$ cat config.mk
export PLATFORM = sky130hd
export DESIGN_NAME = sobel_edge_detect_8bit
export DESIGN_NICKNAME = d
export VERILOG_FILES = /design/src/rtl/sobel_edge_detect_8bit_pkg.sv /design/src/rtl/sobel_edge_detect_8bit_sync_delay.sv /design/src/rtl/sobel_edge_detect_8bit.sv
export SDC_FILE = /design/constraint.sdc
export NUM_CORES = 1
export LEC_CHECK = 0
export ABC_AREA = 1
export ABC_CLOCK_PERIOD_IN_PS = 5300
export BUFFER_PORTS_ARGS = -buffer_cell sky130_fd_sc_hd__buf_2
export CAP_MARGIN = 20
export CORE_MARGIN = 2
export CORE_UTILIZATION = 25
export DETAILED_ROUTE_END_ITERATION = 8
export RECOVER_POWER = 25
export SYNTH_ARGS = -nofsm -noshare
export SYNTH_HDL_FRONTEND = slang
export SYNTH_SLANG_ARGS = --single-unit
$ cat constraint.sdc
create_clock -name clk -period 5.3 [get_ports clk]
set_input_delay 1.325 -clock clk [delete_from_list [all_inputs] [get_ports clk]]
set_output_delay 1.325 -clock clk [all_outputs]
set_load 0.01 [all_outputs]
$ cat src/rtl/sobel_edge_detect_8bit_pkg.sv
// Shared widths and arithmetic helpers for the Sobel edge detector.
// The per-stage widths are sized so that no stage can overflow.
package sobel_pkg;

    localparam int unsigned SUM_W = 10;
    localparam int unsigned MAG_W = 11;
    localparam int unsigned CNT_W = 20;

    localparam logic [CNT_W-1:0] CNT_MAX = '1;

    function automatic logic [SUM_W-1:0] sobel_abs_diff(
        input logic [SUM_W-1:0] a,
        input logic [SUM_W-1:0] b
    );
        return (a >= b) ? (a - b) : (b - a);
    endfunction

endpackage

$ cat src/rtl/sobel_edge_detect_8bit_sync_delay.sv
// N-stage shift register used to delay video syncs so they match the data pipeline.
// Requires N >= 2.
module sync_delay #(
    parameter int unsigned N = 4
) (
    input  logic clk,
    input  logic rst,
    input  logic d,
    output logic q
);

    logic [N-1:0] sr_q;
    logic [N-1:0] sr_d;

    always_comb begin
        sr_d = {sr_q[N-2:0], d};
    end

    always_ff @(posedge clk or posedge rst) begin
        if (rst) begin
            sr_q <= '0;
        end else begin
            sr_q <= sr_d;
        end
    end

    assign q = sr_q[N-1];

endmodule

$ cat src/rtl/sobel_edge_detect_8bit.sv
// Four-stage Sobel |Gx|+|Gy| edge detector with thresholded edge flag,
// sync delay matching, and a per-frame edge-pixel counter.
module sobel_edge_detect_8bit
    import sobel_pkg::*;
#(
    parameter logic [10:0] IMG_HDISP      = 11'd1280,
    parameter logic [10:0] IMG_VDISP      = 11'd720,
    parameter logic [7:0]  THRESH_DEFAULT = 8'd64
) (
    input  logic        clk,
    input  logic        rst,
    input  logic        matrix_frame_vsync,
    input  logic        matrix_frame_href,
    input  logic [7:0]  matrix_p11,
    input  logic [7:0]  matrix_p12,
    input  logic [7:0]  matrix_p13,
    input  logic [7:0]  matrix_p21,
    input  logic [7:0]  matrix_p22,
    input  logic [7:0]  matrix_p23,
    input  logic [7:0]  matrix_p31,
    input  logic [7:0]  matrix_p32,
    input  logic [7:0]  matrix_p33,
    input  logic [7:0]  sobel_threshold,
    output logic        post_frame_vsync,
    output logic        post_frame_href,
    output logic [7:0]  post_img_edge,
    output logic        post_img_bit,
    output logic [19:0] frame_edge_count,
    output logic        frame_count_valid
);

    // A full frame of edge pixels must fit in the counter.
    if (32'(IMG_HDISP) * 32'(IMG_VDISP) > 32'(CNT_MAX)) begin : g_cnt_width_check
        $error("edge counter too narrow for frame size");
    end

    logic [SUM_W-1:0] xp_q, xp_d, xn_q, xn_d, yp_q, yp_d, yn_q, yn_d;
    logic [SUM_W-1:0] gx_q, gx_d, gy_q, gy_d;
    logic [MAG_W-1:0] mag_q, mag_d;
    logic [7:0]       edge_q, edge_d;
    logic             bit_q, bit_d;
    logic [7:0]       thr_q, thr_d;
    logic             vs_prev_q, vs_prev_d;
    logic             post_vs_prev_q, post_vs_prev_d;
    logic [CNT_W-1:0] cnt_q, cnt_d, cnt_inc;
    logic [CNT_W-1:0] fec_q, fec_d;
    logic             qual, post_rise;

    always_comb begin
        xp_d = {2'b0, matrix_p13} + {1'b0, matrix_p23, 1'b0} + {2'b0, matrix_p33};
        xn_d = {2'b0, matrix_p11} + {1'b0, matrix_p21, 1'b0} + {2'b0, matrix_p31};
        yp_d = {2'b0, matrix_p11} + {1'b0, matrix_p12, 1'b0} + {2'b0, matrix_p13};
        yn_d = {2'b0, matrix_p31} + {1'b0, matrix_p32, 1'b0} + {2'b0, matrix_p33};
        gx_d = sobel_abs_diff(xp_q, xn_q);
        gy_d = sobel_abs_diff(yp_q, yn_q);
        mag_d = {1'b0, gx_q} + {1'b0, gy_q};
        edge_d = (mag_q > MAG_W'(255)) ? 8'hFF : mag_q[7:0];
        bit_d  = (mag_q > {3'b0, thr_q});
    end

    // Threshold is only taken on the input vsync rise so a frame uses one value throughout.
    always_comb begin
        vs_prev_d = matrix_frame_vsync;
        thr_d     = thr_q;
        if (matrix_frame_vsync && !vs_prev_q) begin
            thr_d = sobel_threshold;
        end
    end

    sync_delay #(.N(4)) u_vsync_delay (
        .clk (clk),
        .rst (rst),
        .d   (matrix_frame_vsync),
        .q   (post_frame_vsync)
    );

    sync_delay #(.N(4)) u_href_delay (
        .clk (clk),
        .rst (rst),
        .d   (matrix_frame_href),
        .q   (post_frame_href)
    );

    assign post_img_edge = post_frame_href ? edge_q : '0;
    assign post_img_bit  = post_frame_href & bit_q;

    // A pixel coinciding with the vsync rise lands in both the closing report and the new count.
    always_comb begin
        qual           = post_frame_href & post_img_bit;
        post_rise      = post_frame_vsync & ~post_vs_prev_q;
        post_vs_prev_d = post_frame_vsync;
        cnt_inc        = (qual && (cnt_q != CNT_MAX)) ? (cnt_q + 1'b1) : cnt_q;
        cnt_d          = cnt_inc;
        fec_d          = fec_q;
        if (post_rise) begin
            cnt_d = CNT_W'(qual);
            fec_d = cnt_inc;
        end
    end

    assign frame_edge_count  = fec_q;
    assign frame_count_valid = post_rise;

    always_ff @(posedge clk or posedge rst) begin
        if (rst) begin
            xp_q           <= '0;
            xn_q           <= '0;
            yp_q           <= '0;
            yn_q           <= '0;
            gx_q           <= '0;
            gy_q           <= '0;
            mag_q          <= '0;
            edge_q         <= '0;
            bit_q          <= 1'b0;
            thr_q          <= THRESH_DEFAULT;
            vs_prev_q      <= 1'b0;
            post_vs_prev_q <= 1'b0;
            cnt_q          <= '0;
            fec_q          <= '0;
        end else begin
            xp_q           <= xp_d;
            xn_q           <= xn_d;
            yp_q           <= yp_d;
            yn_q           <= yn_d;
            gx_q           <= gx_d;
            gy_q           <= gy_d;
            mag_q          <= mag_d;
            edge_q         <= edge_d;
            bit_q          <= bit_d;
            thr_q          <= thr_d;
            vs_prev_q      <= vs_prev_d;
            post_vs_prev_q <= post_vs_prev_d;
            cnt_q          <= cnt_d;
            fec_q          <= fec_d;
        end
    end

endmodule

==> run summary, run 1 <==
Status: complete, but fails checks
Violated checks: capacitance limit, slew limit
Combinational power share: 50.1%
Post-synthesis sequential area ratio: 36.0%
CTS tree: built
Diodes inserted: 0
Reg2Reg Depth: 11
Clk_skew: 9.70 ps
Leakage power: 5.99 nW
CP Class: primary input to register
Worst Hold Endpoint: u_vsync_delay.sr_q[3]
Htree depth: 4
Overall routed net length: 21100 µm
Rows: 71
Clock power frac: 22.2%
NetSw: 2.30 mW
RSZ-0062 raised after global routing: false
Startpoint class of the critical path: primary input
Post-route ant nets: 0
Cells after synthesis: 1174
Crit path DAT: 3380 ps
Clk Latency, worst-skew pair: 430 ps
DR WL/cell: 11.7 µm
CP peak stage delay: 530 ps
Post-synth EDFFs: 0
Via count: 7511
Final min period: 3070 ps
Worst Hold Class: register to register
Dpl ws: 1770 ps
Switching share of total power: 42.1%
Top-count cell post-synth: nand2_1
Grt total ovfl: 0
Worst hold stages: 0
Clock Tree Root: clkbuf_16
Vias in the first global route: 7615
Setup violators final: 0
# fillers: 4028
PwrDens: 488 nW/µm²
Initial antenna violation count: 0
Synth async-reset ratio: 100%
Mapped Nets: 1388
DRC Markers: 0
All-Layer GR Usage: 11.4%
CP Max Fanout: 2
Setup crit end kind: register
Post-CTS Setup Inserts: 0
Sequential Power Share: 27.7%
#FFs+latches synth: 137
Synthesized area: 9520 µm²
CTS sink cnt: 137
Hold_sp: u_vsync_delay.sr_q[2]
Final Wtd Congestion: 0.960
I/O pins: 116
First-pass GRT wire length: 36100 µm
Area leader, netlist: dfrtp_1
Post_cts resized: 0
Peak VDD IR: 0.206 mV
Min Hold Slack: 347 ps
Hold buffer count at cts: 0
Die X: 199 µm
Clock slew at reported path FFs: 60 ps
Core Region: 37600 µm²
Final Cycle Share: 57.9%
Die area: 39600 µm²
Reg-to-Reg End: gy_q[6]
Final slew viol count: 46
MaxCap Viol Count: 1
Clock buffer count from CTS: 17
Netlist cell types: 39
Fin nets: 1495
Share of the synthesized area in the top cell type: 35.8%
Buffers on Ports: 107
Layout cell share with drive strength beyond 1: 13.9%
Fin. Hold Viols: 0
Initial DRC Count: 339
Post-synth top cells: nand2_1 (341), inv_1 (178), dfrtp_1 (136)
Area Growth Syn to Fin: 17.4%
Largest net degree at the start of global routing: 56
Final HPWL DP: 17400 µm
FF-to-FF setup slack: 2930 ps
Seq. cell area: 3430 µm²
Initial Utilization: 25.3%
Mapped Avg Cell Area: 8.11 µm²
Drt first pass iters: 6
Required time of the critical path: 5610 ps
Setup slack after layout: 2230 ps
Die Ht: 199 µm
Worst rel slew slack: -38.1%
Yosys warns: 0
Worst Tran Pin Value: 2060 ps
Worst r2r src: yp_q[0]
Worst path slowest cell: fa_1
Clock Path Buffers: 2
Post-route setup TNS: 0 ps
Main synth FF type: dfrtp_1
CP Cell Sequence: buf_2 -> inv_1 -> fa_1 -> inv_1 -> ha_1 -> fa_1 -> nand3_1 -> nand2_1 -> a21boi_0 -> nor2_1 -> nor2_1 -> o21bai_1
Multi-input gate area: 5270 µm²
Pint: 3.16 mW
Max Freq: 0.326 GHz
Vias/cell: 4.16
Synth top area cells: dfrtp_1 (36%), nand2_1 (13%), ha_1 (12%)
-- layout make-up --
| class | count | area share, % |
|---|---|---|
| clock buffers | 19 | 3.96 |
| clock inverters | 13 | 1.50 |
| inverters | 179 | 6.03 |
| multi-input cells | 836 | 47.1 |
| flip-flops and latches | 137 | 30.7 |
| well taps | 511 | 5.72 |
| repair buffers | 110 | 4.94 |
-- flip-flops by register name (all words and copies together), names as in the netlist --
signal / flops
mag_q: 11
thr_q: 8
cnt_q: 20
yp_q: 10
xp_q: 10
bit_q: 1
yn_q: 10
frame_edge_count: 20
edge_q: 8
post_vs_prev_q: 1
xn_q: 10
u_href_delay.sr_q: 4
gy_q: 10
gx_q: 10
u_vsync_delay.sr_q: 4
-- cell families after synthesis --
kind of cell	synth area share, %
mux	0.118
flops	36.0
fa+ha+maj	20.0
simple gates	25.0
buf+inv	8.64
xor+xnor	3.96
compound gates	6.22
-- worst max-delay path: cells and delay by family --
family	cells	cell delay [ps]
adder cells (fa/ha/maj)	3	1160
buffers and inverters	3	200
AO/OA/AOI/OAI	2	360
AND/OR/NAND/NOR	4	320
-- per-stage QoR --
stage	instances	util, %	total power, mW	instance area [µm²]
after floorplan	1174	-	3.67	9520
final	1805	29.7	5.45	11200
after CTS	1805	29.8	5.51	11200
after detailed placement	1773	28.1	4.26	10600
after global routing	1805	29.7	6.04	11200
after global placement	1773	28.1	4.22	10600
-- worst max-delay path by stage --
stage	startpoint	end	slack, ps
global route	rst	xp_q[2]	1950
detailed placement	matrix_p11[1]	xn_q[9]	1770
global placement	matrix_p11[1]	xn_q[9]	1790
floorplan	rst	bit_q	310
CTS	matrix_p11[1]	xn_q[9]	2230
finish	matrix_p11[1]	xn_q[9]	2230
-- power groups by stage --
stage,logic [mW],clock network (mW),registers (mW)
2_1_floorplan,2.19,0,1.48
3_3_place_gp,2.69,0,1.52
3_5_place_dp,2.73,0,1.53
4_1_cts,2.74,1.25,1.52
5_1_grt,3.19,1.30,1.54
6_report,2.73,1.21,1.51
-- routing by layer --
metal  up-vias  routed length (µm)  global-route usage (%)
li1       3910                   -                       -
met1      3415                9870                    14.2
met2       159                9930                    19.7
met3        27                 893                    2.26
met4         0                 422                    3.92
met5         -                   0                       0
-- cell usage in the layout (no fill, tap or decap), types with 2 or more instances in the layout --
cell	synthesis	layout
nand4_1	16	16
nor2_2	5	6
o21ai_2	3	3
buf_2	2	102
nand3_1	89	89
nor2_1	66	65
nand3b_1	2	2
clkinvlp_4	0	2
o21ai_1	4	4
o21bai_1	4	4
clkinv_4	0	3
clkbuf_1	5	6
o21ai_0	14	14
nand2_2	7	7
ha_1	93	93
buf_4	6	3
xor2_1	35	35
xnor2_1	8	8
nor3_1	5	5
inv_6	0	3
or2_2	14	14
dfrtp_1	136	136
fa_1	37	37
a21oi_1	68	68
a21boi_0	3	3
a21o_1	6	6
inv_1	178	177
nand3_2	6	6
nand2_1	341	341
clkinv_2	0	2
a211oi_1	2	2
bufinv_16	0	3
clkbuf_16	0	17
No activity file was read; power rests on OpenSTA's default activity.
==> run 2: changes to the inputs <==
- ABC_CLOCK_PERIOD_IN_PS: 5300 -> 3020
- clock period: 5.3 -> 3.02 ns (I/O delays scaled with it)
==> run 2 against run 1 <==
Against the previous run:
- the run ends with capacitance limit left
- sequential power is 75% higher
- die area stayed put
- total power is 77% higher
==> run summary, run 2 (synthesis gave the netlist of run 1 again) <==
CP Max Fanout: 2 (unchanged)
Max Freq: 0.399 GHz
Met2 WL: 10400 µm (+5.1%)
Crit path DAT: 2810 ps (-570 ps)
NetSw: 4.04 mW (+76%)
DR WL/cell: 12.1 µm (+3.1%)
Reg2Reg Depth: 12 (+1)
Layout cell share with drive strength beyond 1: 14.4% (+0.46 points)
Violated checks: capacitance limit
Clk_skew: 5.01 ps (-4.69 ps)
Clock Path Buffers: 2 (unchanged)
Peak VDD IR: 0.288 mV (+40%)
Post-route ant nets: 0 (unchanged)
Buffers on Ports: 107 (unchanged)
I/O pins: 116 (unchanged)
Die Ht: 199 µm (unchanged)
Drt first pass iters: 8 (+2)
Rows: 71 (unchanged)
Via count: 7548 (+0.49%)
Diodes inserted: 0 (unchanged)
Vias in the first global route: 7595 (-0.26%)
Post_cts resized: 0 (unchanged)
PwrDens: 857 nW/µm² (+76%)
Combinational power share: 50.6% (+0.5 points)
Clock buffer count from CTS: 17 (unchanged)
Final min period: 2510 ps
CTS tree: built
Die X: 199 µm (unchanged)
Vias/cell: 4.17 (+0.10%)
Required time of the critical path: 3330 ps (-2280 ps)
Startpoint class of the critical path: primary input
Worst hold stages: 0 (unchanged)
Post-route setup TNS: 0 ps (unchanged)
CTS sink cnt: 137 (unchanged)
Crit. Startpoint: matrix_p11[1]
Clock power frac: 21.9% (-0.3 points)
Hold_sp: u_vsync_delay.sr_q[1]
Clock Tree Root: clkbuf_16
Pint: 5.59 mW (+77%)
Grt total ovfl: 0 (unchanged)
Commonest non-fill, non-tap cell in the layout: nand2_1
Die area: 39600 µm² (unchanged)
Hold buffer count at cts: 0 (unchanged)
Setup violators final: 0 (unchanged)
Final HPWL DP: 18100 µm (+3.7%)
Worst rel slew slack: 0.693% (+39 points)
Met3 WL post-DR: 1050 µm (+18%)
Reg-to-Reg End: gy_q[6]
Htree depth: 4 (unchanged)
Sequential Power Share: 27.5% (-0.2 points)
Design area: 11200 µm² (+0.53%)
Fin. Hold Viols: 0 (unchanged)
All-Layer GR Usage: 11.6% (+0.22 points)
Status: complete, but fails checks
Switching share of total power: 42.0% (-0.093 points)
Area Growth Syn to Fin: 18.0%
Worst Tran Pin Value: 1480 ps (-579 ps)
MaxCap Viol Count: 1 (unchanged)
Final Wtd Congestion: 0.931 (-3.1%)
Clk Latency, worst-skew pair: 420 ps (about the same)
FF-to-FF setup slack: 800 ps (-2130 ps)
DRC Markers: 0 (unchanged)
DP Area: 10600 µm² (+0.72%)
Fin nets: 1502 (+0.47%)
Worst Hold Class: register to register
Final Cycle Share: 83.0%
Worst r2r src: yp_q[0]
Overall routed net length: 21800 µm (+3.5%)
Final slew viol count: 0 (-100%)
First-pass GRT wire length: 36300 µm (+0.44%)
Worst Hold Endpoint: u_vsync_delay.sr_q[2]
Post-CTS Setup Inserts: 0 (unchanged)
Initial antenna violation count: 0 (unchanged)
CP Class: primary input to register
Initial Utilization: 25.3% (unchanged)
Core Region: 37600 µm² (unchanged)
M1 WL: 10100 µm (+2.0%)
RSZ-0062 raised after global routing: false
Clock slew at reported path FFs: 60 ps (about the same)
Leakage power: 6.02 nW (+0.60%)
Top routing layer in use: met4
Most frequent cells in the layout: nand2_1 (341), inv_1 (177), dfrtp_1 (136), buf_2 (103), ha_1 (93)
Setup crit end kind: register
Largest net degree at the start of global routing: 41 (-27%)
Initial DRC Count: 224 (-34%)
run 2: worst max path at each step:
stage / end / depth (start not counted)
finish: xn_q[9] / 12
global route: xn_q[9] / 12
global placement: xn_q[9] / 12
CTS: post_img_bit / 3
floorplan: xn_q[9] / 11
detailed placement: xn_q[9] / 12
run 2: layout make-up:
type	instances	area, µm²
Multi-Input combinational cell	836	5270
Clock inverter	11	145
Timing Repair Buffer	117	616
Clock buffer	21	460
Sequential cell	137	3430
Fill cell	3972	26300
Tap cell	511	639
Inverter	179	673
run 2: routing by layer:
layer,up-vias,global-route usage [%]
li1,3927,-
met1,3441,14.5
met2,159,20.1
met3,21,2.77
met4,0,3.15
met5,-,0
run 2: stage by stage:
stage                     hold slack (ps)  util [%]  total power [mW]  cells  setup WS, ps
after global routing                  350      29.9              10.6   1812           373
after detailed placement              336      28.3              7.57   1780          69.8
after CTS                             349      29.9              9.75   1812           489
final                                 345      29.9              9.63   1812           514
after global placement                331      28.3              7.48   1780          75.0
after floorplan                       331         -              6.44   1174           339
run 2: power by group through the flow:
stage               combinational, mW  clock (mW)  sequential (mW)
floorplan                        3.84           0             2.59
CTS                              4.91        2.18             2.65
finish                           4.87        2.11             2.65
detailed placement               4.88           0             2.69
global placement                 4.81           0             2.67
global route                     5.66        2.26             2.70
run 2: worst max-delay path, stage by stage:
cell	delay, ps
buf_2	80
inv_1	90
fa_1	550
inv_1	50
ha_1	220
fa_1	390
nand3_1	80
nand2_1	80
a21boi_0	290
nor2_1	70
nor2_1	90
o21bai_1	60
==> run 3: changes to the inputs <==
- ABC_CLOCK_PERIOD_IN_PS: 3020 -> 2150
- clock period: 3.02 -> 2.15 ns (I/O delays scaled with it)
==> run 3 against run 2 <==
Against the previous run:
- the flow now finishes without violations
- sequential cell count stayed put
- first-iteration DRC count rose by 36%
- global-route usage fell by 0.11 points
- die area stayed put
- worst hold slack lost 120 ps
- highest routed layer is now met5
==> run summary, run 3 (synthesis gave the netlist of run 1 again) <==
Vias/cell: 4.16 (-0.14%)
Die area: 39600 µm² (unchanged)
Worst rel slew slack: 9.55% (+8.9 points)
Clock slew at reported path FFs: 60 ps (about the same)
CP endpoint: yp_q[7]
Final Cycle Share: 95.1%
Area Growth Syn to Fin: 22.4%
Fin nets: 1542 (+2.7%)
Worst r2r src: xp_q[0]
Post-route ant nets: 0 (unchanged)
DR WL/cell: 11.8 µm (-2.2%)
Final min period: 2040 ps
Clock Tree Root: clkbuf_16
Htree depth: 4 (unchanged)
Via count: 7700 (+2.0%)
Worst Tran Pin Value: 1360 ps (-125 ps)
Initial antenna violation count: 1 (+1)
Fin. Hold Viols: 0 (unchanged)
RSZ-0062 raised after global routing: false
Rows: 71 (unchanged)
Clock Path Buffers: 2 (unchanged)
Max Freq: 0.489 GHz
Clk Latency, worst-skew pair: 420 ps (about the same)
CTS sink cnt: 137 (unchanged)
Worst Hold Class: primary input to register
All-Layer GR Usage: 11.5% (-0.11 points)
Commonest non-fill, non-tap cell in the layout: nand2_1
Status: finished clean
Startpoint class of the critical path: primary input
Total Power: 14.2 mW (+47%)
Pint: 8.39 mW (+50%)
Final HPWL DP: 18000 µm (-0.22%)
MaxCap Viol Count: 0 (-1)
Clock power frac: 23.5% (+1.6 points)
DP Area: 11000 µm² (+3.4%)
Final slew viol count: 0 (unchanged)
Design area: 11600 µm² (+3.7%)
Core Region: 37600 µm² (unchanged)
Setup violators final: 0 (unchanged)
FF-to-FF setup slack: 190 ps (-610 ps)
Reg2Reg Depth: 11 (-1)
Crit. Startpoint: matrix_p11[1]
Die X: 199 µm (unchanged)
Layout cell share with drive strength beyond 1: 18.2% (+3.8 points)
Clock buffer count from CTS: 17 (unchanged)
Grt total ovfl: 0 (unchanged)
CTS tree: built
Die Ht: 199 µm (unchanged)
First-pass GRT wire length: 36500 µm (+0.76%)
CP Class: primary input to register
I/O pins: 116 (unchanged)
Buffers on Ports: 107 (unchanged)
Most frequent cells in the layout: nand2_1 (338), inv_1 (176), dfrtp_1 (136), buf_2 (101), ha_1 (89)
Vias in the first global route: 7781 (+2.4%)
Clk_skew: 12.8 ps (+7.83 ps)
Leakage power: 6.23 nW (+3.5%)
Placed insts: 1820 (+2.2%)
Largest net degree at the start of global routing: 78 (+90%)
PwrDens: 1220 nW/µm² (+42%)
NetSw: 5.78 mW (+43%)
DRC Markers: 0 (unchanged)
Diodes inserted: 0 (unchanged)
Initial Utilization: 25.3% (unchanged)
Switching share of total power: 40.8% (-1.2 points)
Required time of the critical path: 2460 ps (-870 ps)
Combinational power share: 50.2% (-0.4 points)
Initial DRC Count: 305 (+36%)
Setup crit end kind: register
Reg-to-Reg End: gx_q[9]
CP Max Fanout: 2 (unchanged)
Peak VDD IR: 0.485 mV (+68%)
Min Hold Slack: 226 ps (-119 ps)
Fin cells: 1851 (+2.2%)
Drt first pass iters: 5 (-3)
Fin util: 31.0% (+1.1 points)
Final Wtd Congestion: 0.944 (+1.5%)
Sequential Power Share: 26.3% (-1.2 points)
Crit path DAT: 2350 ps (-460 ps)
Hold buffer count at cts: 0 (unchanged)
Overall routed net length: 21800 µm (-0.13%)
==> run 3: worst min-delay path by stage <==
| stage | start | to | slack (ps) | depth (start not counted) |
|---|---|---|---|---|
| finish | matrix_frame_href | u_href_delay.sr_q[0] | 230 | 1 |
| global route | matrix_frame_href | u_href_delay.sr_q[0] | 210 | 1 |
| CTS | matrix_frame_href | u_href_delay.sr_q[0] | 210 | 1 |
| detailed placement | u_href_delay.sr_q[1] | u_href_delay.sr_q[2] | 340 | 0 |
| global placement | u_vsync_delay.sr_q[1] | u_vsync_delay.sr_q[2] | 330 | 0 |
| floorplan | u_href_delay.sr_q[0] | u_href_delay.sr_q[1] | 330 | 0 |
==> run 3: through the flow <==
stage          setup WS, ps  setup TNS (ps)
2_1_floorplan         -93.8          -13000
3_3_place_gp           -353           -3650
3_5_place_dp           -380           -4040
4_1_cts                64.3               0
5_1_grt                3.04               0
6_report                106               0
==> run 3: timing repair <==
action	in CTS	in global routing
buffers inserted	0	0
setup endpoints to repair	0	3
resized for setup	0	3
==> run 3: cell type report <==
type	count	area, µm²
well taps	511	639
clock buffers	18	429
inverters	179	686
fillers	3946	25900
flip-flops and latches	137	3430
repair buffers	157	905
multi-input cells	836	5320
clock inverters	13	241
==> run 3: per-layer routing <==
metal,vias to the layer above,track usage [%],part of all wire (%)
li1,3996,-,-
met1,3491,14.2,46
met5,-,0,0.064
met4,2,3.40,1.9
met3,25,2.30,4.6
met2,186,20.4,48
==> run 3: critical path, cell delays in order <==
cell and delay (ps):
clkbuf_4 150, inv_12 30, fa_1 540, inv_1 50, ha_2 180, fa_2 370, nand3_2 70, nand2_2 50
nand2_1 50, nand2_1 50, nand2_1 50, nand2_1 70, xor2_1 140
==> run 3: power by group through the flow <==
stage                     Sequential (mW)  Combinational, mW  Clock, mW
final                                3.72               7.12       3.33
after global routing                 3.80               8.22       3.53
after CTS                            3.74               7.14       3.40
after detailed placement             3.78               7.11          0
after global placement               3.76               7.01          0
after floorplan                      3.64               5.43          0
